<file path="src/rtl/clk_div_pkg.sv">
// Shared definitions for the clock divider controller: state encodings and
// divisor constants.
package clk_div_pkg;

  typedef enum logic [1:0] {
    ST_IDLE  = 2'd0,
    ST_RUN   = 2'd1,
    ST_PEND  = 2'd2,
    ST_DRAIN = 2'd3
  } state_t;

  localparam int DEFAULT_DIV = 1999;
  localparam int MIN_DIV     = 1;

endpackage

</file>
<file path="src/rtl/clk_div_core.sv">
// Divide counter with terminal-count compare and output toggle. While run is
// low the counter and the divided clock are held at zero.
module clk_div_core #(
  parameter int CNT_W = 11
) (
  input  logic             clk_i,
  input  logic             rst_i,
  input  logic             run,
  input  logic [CNT_W-1:0] div,
  output logic             clk_o,
  output logic             tc
);

  logic [CNT_W-1:0] cnt;

  // >= rather than == so a counter beyond div can never run away.
  assign tc = run && (cnt >= div);

  always_ff @(posedge clk_i or posedge rst_i) begin
    if (rst_i) begin
      cnt   <= '0;
      clk_o <= 1'b0;
    end else if (!run) begin
      cnt   <= '0;
      clk_o <= 1'b0;
    end else if (tc) begin
      cnt   <= '0;
      clk_o <= ~clk_o;
    end else begin
      cnt   <= cnt + CNT_W'(1);
    end
  end

endmodule

</file>
<file path="src/rtl/clk_div_ctrl.sv">
// Run/reload/drain controller for a glitch-free programmable clock divider.
// Optional one-shot mode is compiled in with CLK_DIV_CTRL_ONESHOT_EN.
module clk_div_ctrl #(
  parameter int CNT_W       = 11,
  parameter int DEFAULT_DIV = clk_div_pkg::DEFAULT_DIV
) (
  input  logic             clk_i,
  input  logic             rst_i,
  input  logic             en_i,
  input  logic [CNT_W-1:0] div_i,
  input  logic             load_i,
`ifdef CLK_DIV_CTRL_ONESHOT_EN
  input  logic             oneshot_i,
`endif
  output logic             load_ack_o,
  output logic             clk_o,
  output logic             tick_o,
  output logic             busy_o,
  output logic [1:0]       state_o
);

  import clk_div_pkg::*;

  state_t           state;
  logic [CNT_W-1:0] div_reg;
  logic [CNT_W-1:0] shadow;
  logic [CNT_W-1:0] div_in;
  logic             pend;
  logic             load_ack;
  logic             tick;
  logic             clk_q;
  logic             tc;
  logic             run;
  logic             stop_now;
  logic             finish;
  logic             to_idle;
  logic             start;
  logic             os_done;

  assign div_in = (div_i < CNT_W'(MIN_DIV)) ? CNT_W'(MIN_DIV) : div_i;

`ifdef CLK_DIV_CTRL_ONESHOT_EN
  logic oneshot_q;
  logic toggled;
  logic armed;

  assign start   = en_i && armed;
  assign os_done = oneshot_q && toggled;
`else
  assign start   = en_i;
  assign os_done = 1'b0;
`endif

  // Low-phase stops cut off immediately (suppressing any coincident toggle);
  // high-phase stops end on the falling toggle at a terminal count.
  always_comb begin
    stop_now = 1'b0;
    finish   = 1'b0;
    stop_now = ((state == ST_RUN) || (state == ST_PEND)) && !en_i && !clk_q;
    finish   = tc && ((state == ST_DRAIN) ? !en_i : (!en_i || os_done));
    to_idle  = stop_now || finish;
    run      = (state != ST_IDLE) && !stop_now;
  end

  always_ff @(posedge clk_i or posedge rst_i) begin
    if (rst_i) begin
      state     <= ST_IDLE;
      div_reg   <= CNT_W'(DEFAULT_DIV);
      shadow    <= CNT_W'(DEFAULT_DIV);
      pend      <= 1'b0;
      load_ack  <= 1'b0;
      tick      <= 1'b0;
`ifdef CLK_DIV_CTRL_ONESHOT_EN
      oneshot_q <= 1'b0;
      toggled   <= 1'b0;
      armed     <= 1'b1;
`endif
    end else begin
      load_ack <= 1'b0;
      tick     <= tc;
      if (state == ST_IDLE) begin
        if (load_i) begin
          div_reg  <= div_in;
          load_ack <= 1'b1;
        end
        if (start) state <= ST_RUN;
      end else if (to_idle) begin
        state <= ST_IDLE;
        pend  <= 1'b0;
        if (load_i) begin
          div_reg  <= div_in;
          load_ack <= 1'b1;
        end else if (pend) begin
          div_reg  <= shadow;
          load_ack <= 1'b1;
        end
      end else begin
        if (tc && pend) begin
          div_reg  <= shadow;
          load_ack <= 1'b1;
        end
        if (load_i) begin
          shadow <= div_in;
          pend   <= 1'b1;
        end else if (tc) begin
          pend   <= 1'b0;
        end
        if (!en_i)                         state <= ST_DRAIN;
        else if (load_i || (pend && !tc))  state <= ST_PEND;
        else                               state <= ST_RUN;
      end
`ifdef CLK_DIV_CTRL_ONESHOT_EN
      if (state == ST_IDLE) begin
        toggled <= 1'b0;
        if (!en_i) armed <= 1'b1;
        if (start) oneshot_q <= oneshot_i;
      end else begin
        if (tc) toggled <= 1'b1;
        // Only a completed one-shot reaches IDLE with en_i still high.
        if (to_idle && en_i) armed <= 1'b0;
      end
`endif
    end
  end

  clk_div_core #(.CNT_W(CNT_W)) u_core (
    .clk_i (clk_i),
    .rst_i (rst_i),
    .run   (run),
    .div   (div_reg),
    .clk_o (clk_q),
    .tc    (tc)
  );

  assign clk_o      = clk_q;
  assign tick_o     = tick;
  assign load_ack_o = load_ack;
  assign busy_o     = (state != ST_IDLE);
  assign state_o    = state;

endmodule

</file>
<file path="config.mk">
export PLATFORM = sky130hd
export DESIGN_NAME = clk_div_ctrl
export DESIGN_NICKNAME = d
export VERILOG_FILES = /design/src/rtl/clk_div_pkg.sv /design/src/rtl/clk_div_core.sv /design/src/rtl/clk_div_ctrl.sv
export SDC_FILE = /design/constraint.sdc
export NUM_CORES = 1
export LEC_CHECK = 0
export ABC_AREA = 1
export BUFFER_PORTS_ARGS = -buffer_cell sky130_fd_sc_hd__buf_4
export CORE_MARGIN = 1
export CORE_UTILIZATION = 60
export CTS_CLUSTER_SIZE = 25
export DETAILED_ROUTE_END_ITERATION = 8
export PLACE_DENSITY = 0.86
export SLEW_MARGIN = 30
export SYNTH_ARGS = -nofsm -noshare
export SYNTH_HDL_FRONTEND = slang
export SYNTH_SLANG_ARGS = --single-unit
</file>
<file path="constraint.sdc">
create_clock -name clk_i -period 4.3 [get_ports clk_i]
set_clock_uncertainty 0.15 [all_clocks]
set_input_delay 0.215 -clock clk_i [delete_from_list [all_inputs] [get_ports clk_i]]
set_output_delay 0.215 -clock clk_i [all_outputs]
set_load 0.02 [all_outputs]
</file>
==> impl_metrics.env, run 1 <==
export IMPL_finalWirelength_mm=5.26
export IMPL_antenna_found_initial=0
export IMPL_nets=403
export IMPL_fmax_ghz=0.370
export IMPL_io_pin_count=21
export IMPL_ys_warn_count=0
export IMPL_ys_seq_area_share_pct=39.0
export IMPL_crit_cells=13
export IMPL_rsz0062_at_grt="false"
export IMPL_slowest_stage="dfstp_2"
export IMPL_tightest_slew_ns=0.516
export IMPL_cts_root_buffer="clkbuf_8"
export IMPL_die_w_um=67.4
export IMPL_required_ns=4.31
export IMPL_holdWs_ns=0.0149
export IMPL_grt_pass1_wl_mm=8.90
export IMPL_syn_nets=388
export IMPL_cts_buffer_depth=2
export IMPL_yosys_area_share_simple_pct=33.9
export IMPL_num_vias=2234
export IMPL_synthTopCellsByArea="dfrtp_1, dfstp_2, nand2_1"
export IMPL_cp_top_family="simple AND/OR/NAND/NOR gates"
export IMPL_cts_resized_gates=0
export IMPL_routedWlPerCell_um=12.3
export IMPL_synth_seq_cells=39
export IMPL_p_leak_nw=1.52
export IMPL_grtUsageTotal_pct=26.2
export IMPL_tns_ns=0
export IMPL_max_stage_delay_ns=0.54
export IMPL_synth_compound_area_share_pct=7.47
export IMPL_std_cell_rows=23
export IMPL_synthXorXnorAreaFrac_pct=0.684
export IMPL_numCtsBuffers=5
export IMPL_first_pass_iters=4
export IMPL_grt_pass1_vias=2081
export IMPL_crit_top_cell="nand3_1"
export IMPL_die_area_mm2=0.00454
export IMPL_yosysTopAreaCell="dfrtp_1"
export IMPL_fin_crit_ns=2.70
export IMPL_h_tree_depth=2
export IMPL_cp_end_kind="flop"
export IMPL_final_common_cell="nand2_1"
export IMPL_insertion_delay_ns=0.30
export IMPL_syn_inst=360
export IMPL_vias_per_cell=5.24
export IMPL_drt_initial_drc_count=189
export IMPL_synth_top_family_by_area="simple AND/OR/NAND/NOR gates"
export IMPL_netlist_area_mm2=0.00256
export IMPL_overflow=0
export IMPL_ir_drop_mv=0.342
export IMPL_n_antenna_cell=0
export IMPL_path_class="flop to flop"
export IMPL_muxShareOfSynthArea_pct=0
export IMPL_drive_above_1_share_pct=19.1
export IMPL_antenna_left=0
export IMPL_path_buf_inv=3
export IMPL_cellPowerDensity_mw_per_mm2=722
export IMPL_slew_limit_headroom_pct=65.6
export IMPL_die_h_um=67.4
export IMPL_clock_sinks=39
export IMPL_grt_max_degree=40
export IMPL_avgSynthCellArea_um2=7.12
export IMPL_worstPathArrival_ns=2.71
export IMPL_synth_fa_ha_area_share_pct=6.35
export IMPL_period_share_pct=62.8
export IMPL_cp_start_kind="flop"
export IMPL_yosysTopAreaCellShare_pct=20.5
export IMPL_start_util_pct=63.2
export IMPL_mostFrequentLayoutCells="nand2_1, inv_1, nand3_1"
export IMPL_io_buffer_count=20
export IMPL_hold_path_class="input port to flop"
export IMPL_path_cells="inv_1, ha_1, nand2_1, nor2_1, nand3_1, nand2_1, inv_1, nand3_1, nand3_1, nand3_2, inv_2, nand2_2, o21ai_0"
export IMPL_hold_violations=0
export IMPL_r2r_cells=13
export IMPL_cts_tree="done"
export IMPL_cap_viol_max_count=0
export IMPL_drc=0
export IMPL_clkTransAtPathRegs_ns=0.08
export IMPL_place_congestion=0.871
export IMPL_core_area_mm2=0.00406
export IMPL_hold_depth=3
export IMPL_fill_cells=334
export IMPL_syn_to_final_growth_pct=9.86
export IMPL_slew_viol_final=0
export IMPL_dpl_hpwl_mm=3.80
export IMPL_ys_types=27
export IMPL_setup_viol_count_final=0
export IMPL_status="finished, final reports clean"
export IMPL_crit_path_max_fanout=22
[kinds of logic (layout without fill, tap and decap cells)]
| kind of cell | Yosys count | count (layout) |
|---|---|---|
| AOI/OAI and AO/OA | 35 | 35 |
| xor gates and xnor gates | 2 | 2 |
| adders and majority gates | 13 | 13 |
| buffers and inverters | 76 | 92 |
| DFF | 39 | 39 |
| and+or+nand+nor | 195 | 195 |
[layer usage]
metal / routed length (um) / track usage [%] / part of all wire (%) / up-vias
met2: 2450 / 41.8 / 47 / 59
met3: 233 / 5.91 / 4.4 / 9
met5: 0 / 0 / 0 / -
met4: 98 / 10.4 / 1.9 / 0
li1: - / - / - / 1151
met1: 2470 / 34.2 / 47 / 1015
[per-stage QoR]
stage / instance area, um^2 / total power, mW / util, % / instances / setup slack [ns]
3_3_place_gp: 2690 / 1.69 / 66.4 / 417 / 1.73
2_1_floorplan: 2560 / 1.54 / - / 360 / 2.15
3_5_place_dp: 2690 / 1.72 / 66.4 / 417 / 1.60
5_1_grt: 2820 / 2.22 / 69.4 / 426 / 1.26
4_1_cts: 2820 / 2.04 / 69.4 / 426 / 1.57
6_report: 2820 / 2.03 / 69.4 / 426 / 1.60
[cell usage after synthesis]
master	number
a21oi_1	13
nand2_4	1
nand3_2	3
nand2_2	13
nand3_1	43
nor3_1	5
dfstp_2	18
dfrtp_1	21
o211ai_1	1
clkbuf_1	5
ha_1	13
o21bai_4	1
buf_2	3
nor3b_1	2
xor2_1	2
nor4_1	1
or2_2	1
o21ai_0	10
buf_6	3
nand2_1	105
buf_4	3
o21ai_1	10
inv_1	56
nand4_1	1
nand3b_1	1
nor2_1	19
inv_2	6
[timing repair]
action | CTS | global route
hold endpoints to repair | 21 | 0
hold buffers | 1 | 0
buffers inserted | 0 | 0
[power by group]
| part | internal, mW | switching [mW] |
|---|---|---|
| logic | 0.370 | 0.714 |
| registers | 0.554 | 0.0818 |
| clock network | 0.173 | 0.140 |
[final cells by class]
class / instances / area (um^2) / share of cell area (%)
timing repair buffer: 22 / 168 / 5.96
sequential: 39 / 998 / 35.5
inverter: 62 / 233 / 8.27
clock inverter: 3 / 43.8 / 1.56
multi-input combinational: 245 / 1240 / 44.1
clock buffer: 5 / 68.8 / 2.44
tap: 50 / 62.6 / 2.22
[final timing paths]
kind	startpoint	to	slack, ns
worst max-delay path	div_reg[2]	pend	1.60
worst max register to register	div_reg[2]	pend	1.60
max in group asynchronous	rst_i	div_reg[3]	3.21
min in group asynchronous	rst_i	u_core.cnt[9]	0.43
worst min-delay path	div_i[3]	shadow[3]	0.01
worst min register to register	div_reg[3]	div_reg[3]	0.32
[worst register-to-register path, delay by kind of cell (launching register included)]
kind                       cells  cell delay, ns
AOI/OAI and AO/OA              1            0.17
adders and majority gates      1            0.30
buffers and inverters          3            0.17
DFF                            1            0.54
and+or+nand+nor                8            1.22
Power figures use the tool's default switching activity.
==> inputs of run 2 (changes only) <==
ABC_AREA = 0   (was 1)
CORE_UTILIZATION = 53   (was 60)
PLACE_DENSITY = 0.82   (was 0.86)
clock period = 2.3 ns   (was 4.3 ns; I/O delays follow)
==> run 2 against run 1 <==
Net effect: the flow now finishes with violations (setup timing); sequential cell count unchanged; clock power up 120%; synthesized cell count down 48%; highest routed layer unchanged; fmax up 4.5%; global-route usage up 0.69 points; core utilization up 14 points.
==> impl_metrics.env, run 2 <==
export IMPL_tightest_slew_ns=0.491
export IMPL_period_share_pct=112
export IMPL_antenna_left=0
export IMPL_status="finished with violations"
export IMPL_cellPowerDensity_mw_per_mm2=1480
export IMPL_numCtsBuffers=5
export IMPL_p_leak_nw=1.39
export IMPL_syn_to_final_growth_pct=46.2
export IMPL_r2r_cells=10
export IMPL_drc=0
export IMPL_mostFrequentLayoutCells="buf_4, dfrtp_1, dfstp_2"
export IMPL_cts_root_buffer="clkbuf_8"
export IMPL_dp_cells=270
export IMPL_yosys_area_share_simple_pct=14.9
export IMPL_first_pass_iters=4
export IMPL_avgSynthCellArea_um2=11.4
export IMPL_cp_end_kind="flop"
export IMPL_insertion_delay_ns=0.30
export IMPL_place_congestion=0.867
export IMPL_dpl_hpwl_mm=3.18
export IMPL_core_area_mm2=0.00374
export IMPL_finalPower_mw=4.60
export IMPL_netlist_area_mm2=0.00213
export IMPL_crit_path_max_fanout=10
export IMPL_synth_common_cells="nor2_1, dfrtp_1, mux2i_1, dfstp_2, inv_1"
export IMPL_antenna_found_initial=0
export IMPL_multi_input_area_mm2=0.00132
export IMPL_synth_seq_cells=39
export IMPL_drt_initial_drc_count=193
export IMPL_slew_limit_headroom_pct=67.3
export IMPL_finalWirelength_mm=6.94
export IMPL_die_area_mm2=0.00427
export IMPL_synth_compound_area_share_pct=6.18
export IMPL_cts_buffer_depth=2
export IMPL_final_area_mm2=0.00311
export IMPL_start_util_pct=56.8
export IMPL_nets=278
export IMPL_finalCoreUtilization_pct=83.1
export IMPL_hold_path_class="input port to flop"
export IMPL_yosysTopAreaCellShare_pct=24.7
export IMPL_ys_seq_area_share_pct=46.9
export IMPL_h_tree_depth=2
export IMPL_ir_drop_mv=1.17
export IMPL_grt_max_degree=40
export IMPL_cp_top_family="simple AND/OR/NAND/NOR gates"
export IMPL_synthTopCellsByArea="dfrtp_1, dfstp_2, mux2i_1"
export IMPL_instances_no_fill=299
export IMPL_fill_cells=182
export IMPL_cts_tree="done"
export IMPL_grt_pass1_vias=1731
export IMPL_required_ns=2.36
export IMPL_synth_edf_count=0
export IMPL_syn_inst=187
export IMPL_path_buf_inv=3
export IMPL_synth_top_family_by_area="multiplexers"
export IMPL_io_pin_count=21
export IMPL_regArea_um2=998
export IMPL_slowest_stage="dfstp_2"
export IMPL_ys_flop_type="dfrtp_1"
export IMPL_async_flop_share_pct=100
export IMPL_slew_viol_final=0
export IMPL_path_cells="inv_2, ha_4, nand4_4, nor3_4, nor4_2, a21oi_2, buf_6, buf_4, mux2i_1, mux2i_1"
export IMPL_worstPathArrival_ns=2.65
export IMPL_overflow=0
export IMPL_grt_pass1_wl_mm=8.36
export IMPL_n_antenna_cell=0
export IMPL_vias_per_cell=6.11
export IMPL_crit_cells=10
export IMPL_tns_ns=-6.38
export IMPL_fmax_ghz=0.387
export IMPL_clock_sinks=39
export IMPL_path_class="flop to flop"
export IMPL_yosysMostFrequentCell="nor2_1"
export IMPL_setup_ws_ns=-0.286
export IMPL_fin_crit_ns=2.59
export IMPL_setup_viol_count_final=38
export IMPL_routedWlPerCell_um=23.2
export IMPL_violations="setup timing"
export IMPL_synth_fa_ha_area_share_pct=7.65
export IMPL_final_common_cell="buf_4"
export IMPL_clkTransAtPathRegs_ns=0.09
export IMPL_cp_start_kind="flop"
export IMPL_muxShareOfSynthArea_pct=16.3
export IMPL_syn_nets=215
export IMPL_crit_top_cell="mux2i_1"
export IMPL_ys_types=37
export IMPL_cap_viol_max_count=0
export IMPL_hold_violations=0
export IMPL_grtUsageTotal_pct=26.9
export IMPL_io_buffer_count=20
export IMPL_yosysTopAreaCell="dfrtp_1"
export IMPL_num_vias=1827
export IMPL_max_stage_delay_ns=0.53
export IMPL_die_h_um=65.4
export IMPL_die_w_um=65.4
export IMPL_rsz0062_at_grt="true"
export IMPL_drive_above_1_share_pct=52.6
export IMPL_hold_depth=3
export IMPL_postPlaceCellArea_mm2=0.00254
export IMPL_synthXorXnorAreaFrac_pct=4.12
export IMPL_ys_warn_count=0
export IMPL_std_cell_rows=22
-- run 2: changes by cell type after synthesis, sizes merged, moves of 4 or more --
cell	before	now
nor2	19	23
nor2b	0	5
inv	62	15
mux2i	0	20
clkbuf	5	0
xnor2	0	4
o21ai	20	5
mux2	0	13
xor2	2	6
nor3	5	1
nand2	119	5
a21oi	13	7
buf	9	3
nand3	46	7
-- run 2: kinds of logic (layout without fill, tap and decap cells) --
logic type,Yosys count,in the layout
flops,39,39
buf+inv,18,82
mux,33,33
simple gates,55,55
xor+xnor,10,10
fa+ha+maj,13,13
compound gates,19,19
-- run 2: stage by stage --
step	hold slack [ns]	worst slack, ns
4_1_cts	0.0149	-0.118
6_report	0.0507	-0.286
3_3_place_gp	0.0983	-0.0708
3_5_place_dp	0.115	-0.132
5_1_grt	0.0594	-0.391
2_1_floorplan	0.101	-0.00708
-- run 2: repair_timing --
action | in CTS | in global routing
hold buffers | 12 | 0
setup endpoints to repair | 36 | 38
endpoints found under the hold margin | 33 | 0
cloned | 0 | 2
resized for setup | 14 | 33
pin swaps | 3 | 2
setup buffers | 2 | 5
-- run 2: worst paths after layout --
| path | startpoint | to | slack, ns |
|---|---|---|---|
| max reg2reg | div_reg[8] | div_reg[2] | -0.29 |
| max in group asynchronous | rst_i | div_reg[3] | 1.28 |
| min reg2reg | shadow[5] | shadow[5] | 0.38 |
| min | div_i[0] | shadow[0] | 0.05 |
| max | div_reg[8] | div_reg[2] | -0.29 |
| min in group asynchronous | rst_i | shadow[4] | 0.35 |
-- run 2: area by class of cell --
| cell class | count | area share (%) |
|---|---|---|
| Clock inverter | 3 | 2.17 |
| Clock buffer | 5 | 2.21 |
| Sequential cell | 39 | 32.1 |
| Inverter | 15 | 1.81 |
| Timing Repair Buffer | 59 | 17.4 |
| Tap cell | 48 | 1.93 |
| Multi-Input combinational cell | 130 | 42.4 |
-- run 2: worst register-to-register path: cells and delay by family, from the launching register on --
family	cells	cell delay, ns
adder cells (fa/ha/maj)	1	0.30
multiplexers	2	0.33
AND/OR/NAND/NOR	3	0.59
buffers and inverters	3	0.40
AO/OA/AOI/OAI	1	0.21
flip-flops	1	0.53
-- run 2: metal layers --
layer	share of wire, %	up-vias	global-route usage (%)
met5	0	-	0
met4	5.0	0	10.6
met3	6.2	31	5.73
met2	50	95	46.9
met1	38	931	32.0
li1	-	770	-
-- run 2: power by group --
part	internal [mW]	leakage [nW]	total, mW	switching [mW]
Sequential	1.08	0.462	1.27	0.195
Clock	0.433	0.0644	0.700	0.268
Combinational	1.31	0.858	2.63	1.32
==> inputs of run 3 (changes only) <==
CELL_PAD_IN_SITES_DETAIL_PLACEMENT = 1   (was not set)
CELL_PAD_IN_SITES_GLOBAL_PLACEMENT = 1   (was not set)
CORE_UTILIZATION = 42   (was 53)
PLACE_DENSITY = 0.81   (was 0.82)
==> run 3 against run 2 <==
Net effect: the flow still finishes with violations (setup timing); global-route usage grew 0.23 points; sequential cell count is the same; worst hold slack lost 0.035 ns; critical path depth grew 1; final area grew 1.2%; core utilization shrank 17 points.
==> impl_metrics.env, run 3 (same netlist as run 2, synthesis figures left out) <==
export IMPL_required_ns=2.38
export IMPL_routed_wl_met3_um=333
export IMPL_violations="setup timing"
export IMPL_final_area_mm2=0.00315
export IMPL_crit_top_cell="mux2i_1"
export IMPL_die_area_mm2=0.00535
export IMPL_cp_start_kind="flop"
export IMPL_nets=281
export IMPL_start_util_pct=44.4
export IMPL_num_vias=1769
export IMPL_wl_met1_mm=3.26
export IMPL_setup_ws_ns=-0.387
export IMPL_cellPowerDensity_mw_per_mm2=1430
export IMPL_top_layer="met4"
export IMPL_drt_initial_drc_count=105
export IMPL_core_area_mm2=0.00479
export IMPL_first_pass_iters=4
export IMPL_crit_path_max_fanout=8
export IMPL_grt_pass1_vias=1908
export IMPL_place_congestion=0.776
export IMPL_hp_start="div_i[0]"
export IMPL_die_w_um=73.2
export IMPL_routedWlPerCell_um=24.1
export IMPL_io_buffer_count=20
export IMPL_final_common_cell="buf_4"
export IMPL_cap_viol_max_count=0
export IMPL_slew_limit_headroom_pct=60.2
export IMPL_cts_root_buffer="clkbuf_8"
export IMPL_p_leak_nw=1.39
export IMPL_hold_depth=3
export IMPL_worstPathArrival_ns=2.77
export IMPL_instances_no_fill=321
export IMPL_reg2reg_to="div_reg[3]"
export IMPL_antenna_left=0
export IMPL_numCtsBuffers=5
export IMPL_dp_cells=295
export IMPL_cp_top_family="flip-flops"
export IMPL_grt_max_degree=40
export IMPL_fin_crit_ns=2.69
export IMPL_fill_cells=469
export IMPL_antenna_found_initial=0
export IMPL_insertion_delay_ns=0.32
export IMPL_min_to="shadow[0]"
export IMPL_rsz0062_at_grt="true"
export IMPL_postPlaceCellArea_mm2=0.00261
export IMPL_worst_r2r_startpoint="div_reg[8]"
export IMPL_overflow=0
export IMPL_r2r_cells=11
export IMPL_mostFrequentLayoutCells="buf_4, dfrtp_1, mux2i_1"
export IMPL_std_cell_rows=25
export IMPL_die_h_um=73.2
export IMPL_cp_end_kind="flop"
export IMPL_grt_pass1_wl_mm=10.4
export IMPL_hold_violations=0
export IMPL_max_stage_delay_ns=0.55
export IMPL_path_cells="inv_2, ha_4, a211oi_4, nor2_2, buf_4, nor4_4, a21oi_2, buf_6, buf_12, mux2i_1, mux2i_1"
export IMPL_holdWs_ns=0.0152
export IMPL_slew_viol_final=0
export IMPL_n_antenna_cell=0
export IMPL_syn_to_final_growth_pct=47.9
export IMPL_cts_tree="done"
export IMPL_h_tree_depth=2
export IMPL_tns_ns=-9.85
export IMPL_setup_viol_count_final=39
export IMPL_period_share_pct=117
export IMPL_drive_above_1_share_pct=53.9
export IMPL_slowest_stage="dfstp_2"
export IMPL_path_buf_inv=4
export IMPL_cts_buffer_depth=2
export IMPL_dr_wl_met2_mm=3.91
export IMPL_io_pin_count=21
export IMPL_path_class="flop to flop"
export IMPL_drc=0
export IMPL_r2r_slack_ns=-0.39
export IMPL_vias_per_cell=5.51
export IMPL_clock_sinks=39
export IMPL_status="finished with violations"
export IMPL_finalWirelength_mm=7.73
export IMPL_tightest_slew_ns=0.595
export IMPL_grtUsageTotal_pct=27.1
export IMPL_clkTransAtPathRegs_ns=0.11
export IMPL_dpl_hpwl_mm=3.59
export IMPL_ir_drop_mv=0.913
export IMPL_hold_path_class="input port to flop"
export IMPL_fmax_ghz=0.372
-- run 3: changes by cell type in the layout (fill, tap and decap cells not counted), moves of 2 or more --
cell,before,now
bufinv_16,2,0
mux2i_1,16,19
buf_4,41,45
nor2_2,4,6
mux2i_2,4,1
clkinv_4,0,2
nor2_4,2,6
nor2_1,17,11
-- run 3: area by class of cell --
| cell class | count | area [um^2] | area share [%] |
|---|---|---|---|
| Multi-Input combinational cell | 130 | 1360 | 43.1 |
| Clock inverter | 3 | 25.0 | 0.795 |
| Clock buffer | 5 | 68.8 | 2.19 |
| Inverter | 15 | 56.3 | 1.79 |
| Sequential cell | 39 | 998 | 31.7 |
| Tap cell | 67 | 83.8 | 2.66 |
| Timing Repair Buffer | 62 | 559 | 17.8 |
-- run 3: power breakdown --
part	internal, mW	total, mW	switching (mW)
clock	0.218	0.522	0.304
sequential	1.08	1.29	0.209
combinational	1.32	2.69	1.38
-- run 3: metrics by stage --
step                      utilization (%)  power, mW  setup slack [ns]
after floorplan                         -       2.46          -0.00708
after detailed placement             54.5       3.07            -0.211
final                                65.8       4.50            -0.387
after global placement               54.5       2.99            -0.177
after CTS                            62.4       3.91            -0.183
after global routing                 65.8       4.66            -0.437
-- run 3: worst max-delay path by stage --
stage,from,endpoint,slack (ns),depth (start not counted)
floorplan,div_reg[8],shadow[4],-0.007,9
global placement,div_reg[10],div_reg[5],-0.18,9
detailed placement,div_reg[8],div_reg[0],-0.21,9
CTS,div_reg[8],div_reg[0],-0.18,9
global route,div_reg[8],div_reg[2],-0.44,10
finish,div_reg[8],div_reg[3],-0.39,11
-- run 3: layer usage --
layer | global-route usage [%] | vias up
li1 | - | 774
met1 | 34.7 | 917
met2 | 47.2 | 59
met3 | 3.31 | 19
met4 | 9.15 | 0
met5 | 0 | -
-- run 3: what timing repair did --
action	4_1_cts	5_1_grt
endpoints found under the hold margin	35	0
setup buffers	4	2
setup endpoints to repair	36	39
hold buffers	11	0
cloned	0	1
pin swaps	6	7
gates resized for setup	31	25
-- run 3: worst min-delay path: stages --
cell    delay, ns
buf_4        0.09
a31o_2       0.11
mux2_2       0.15
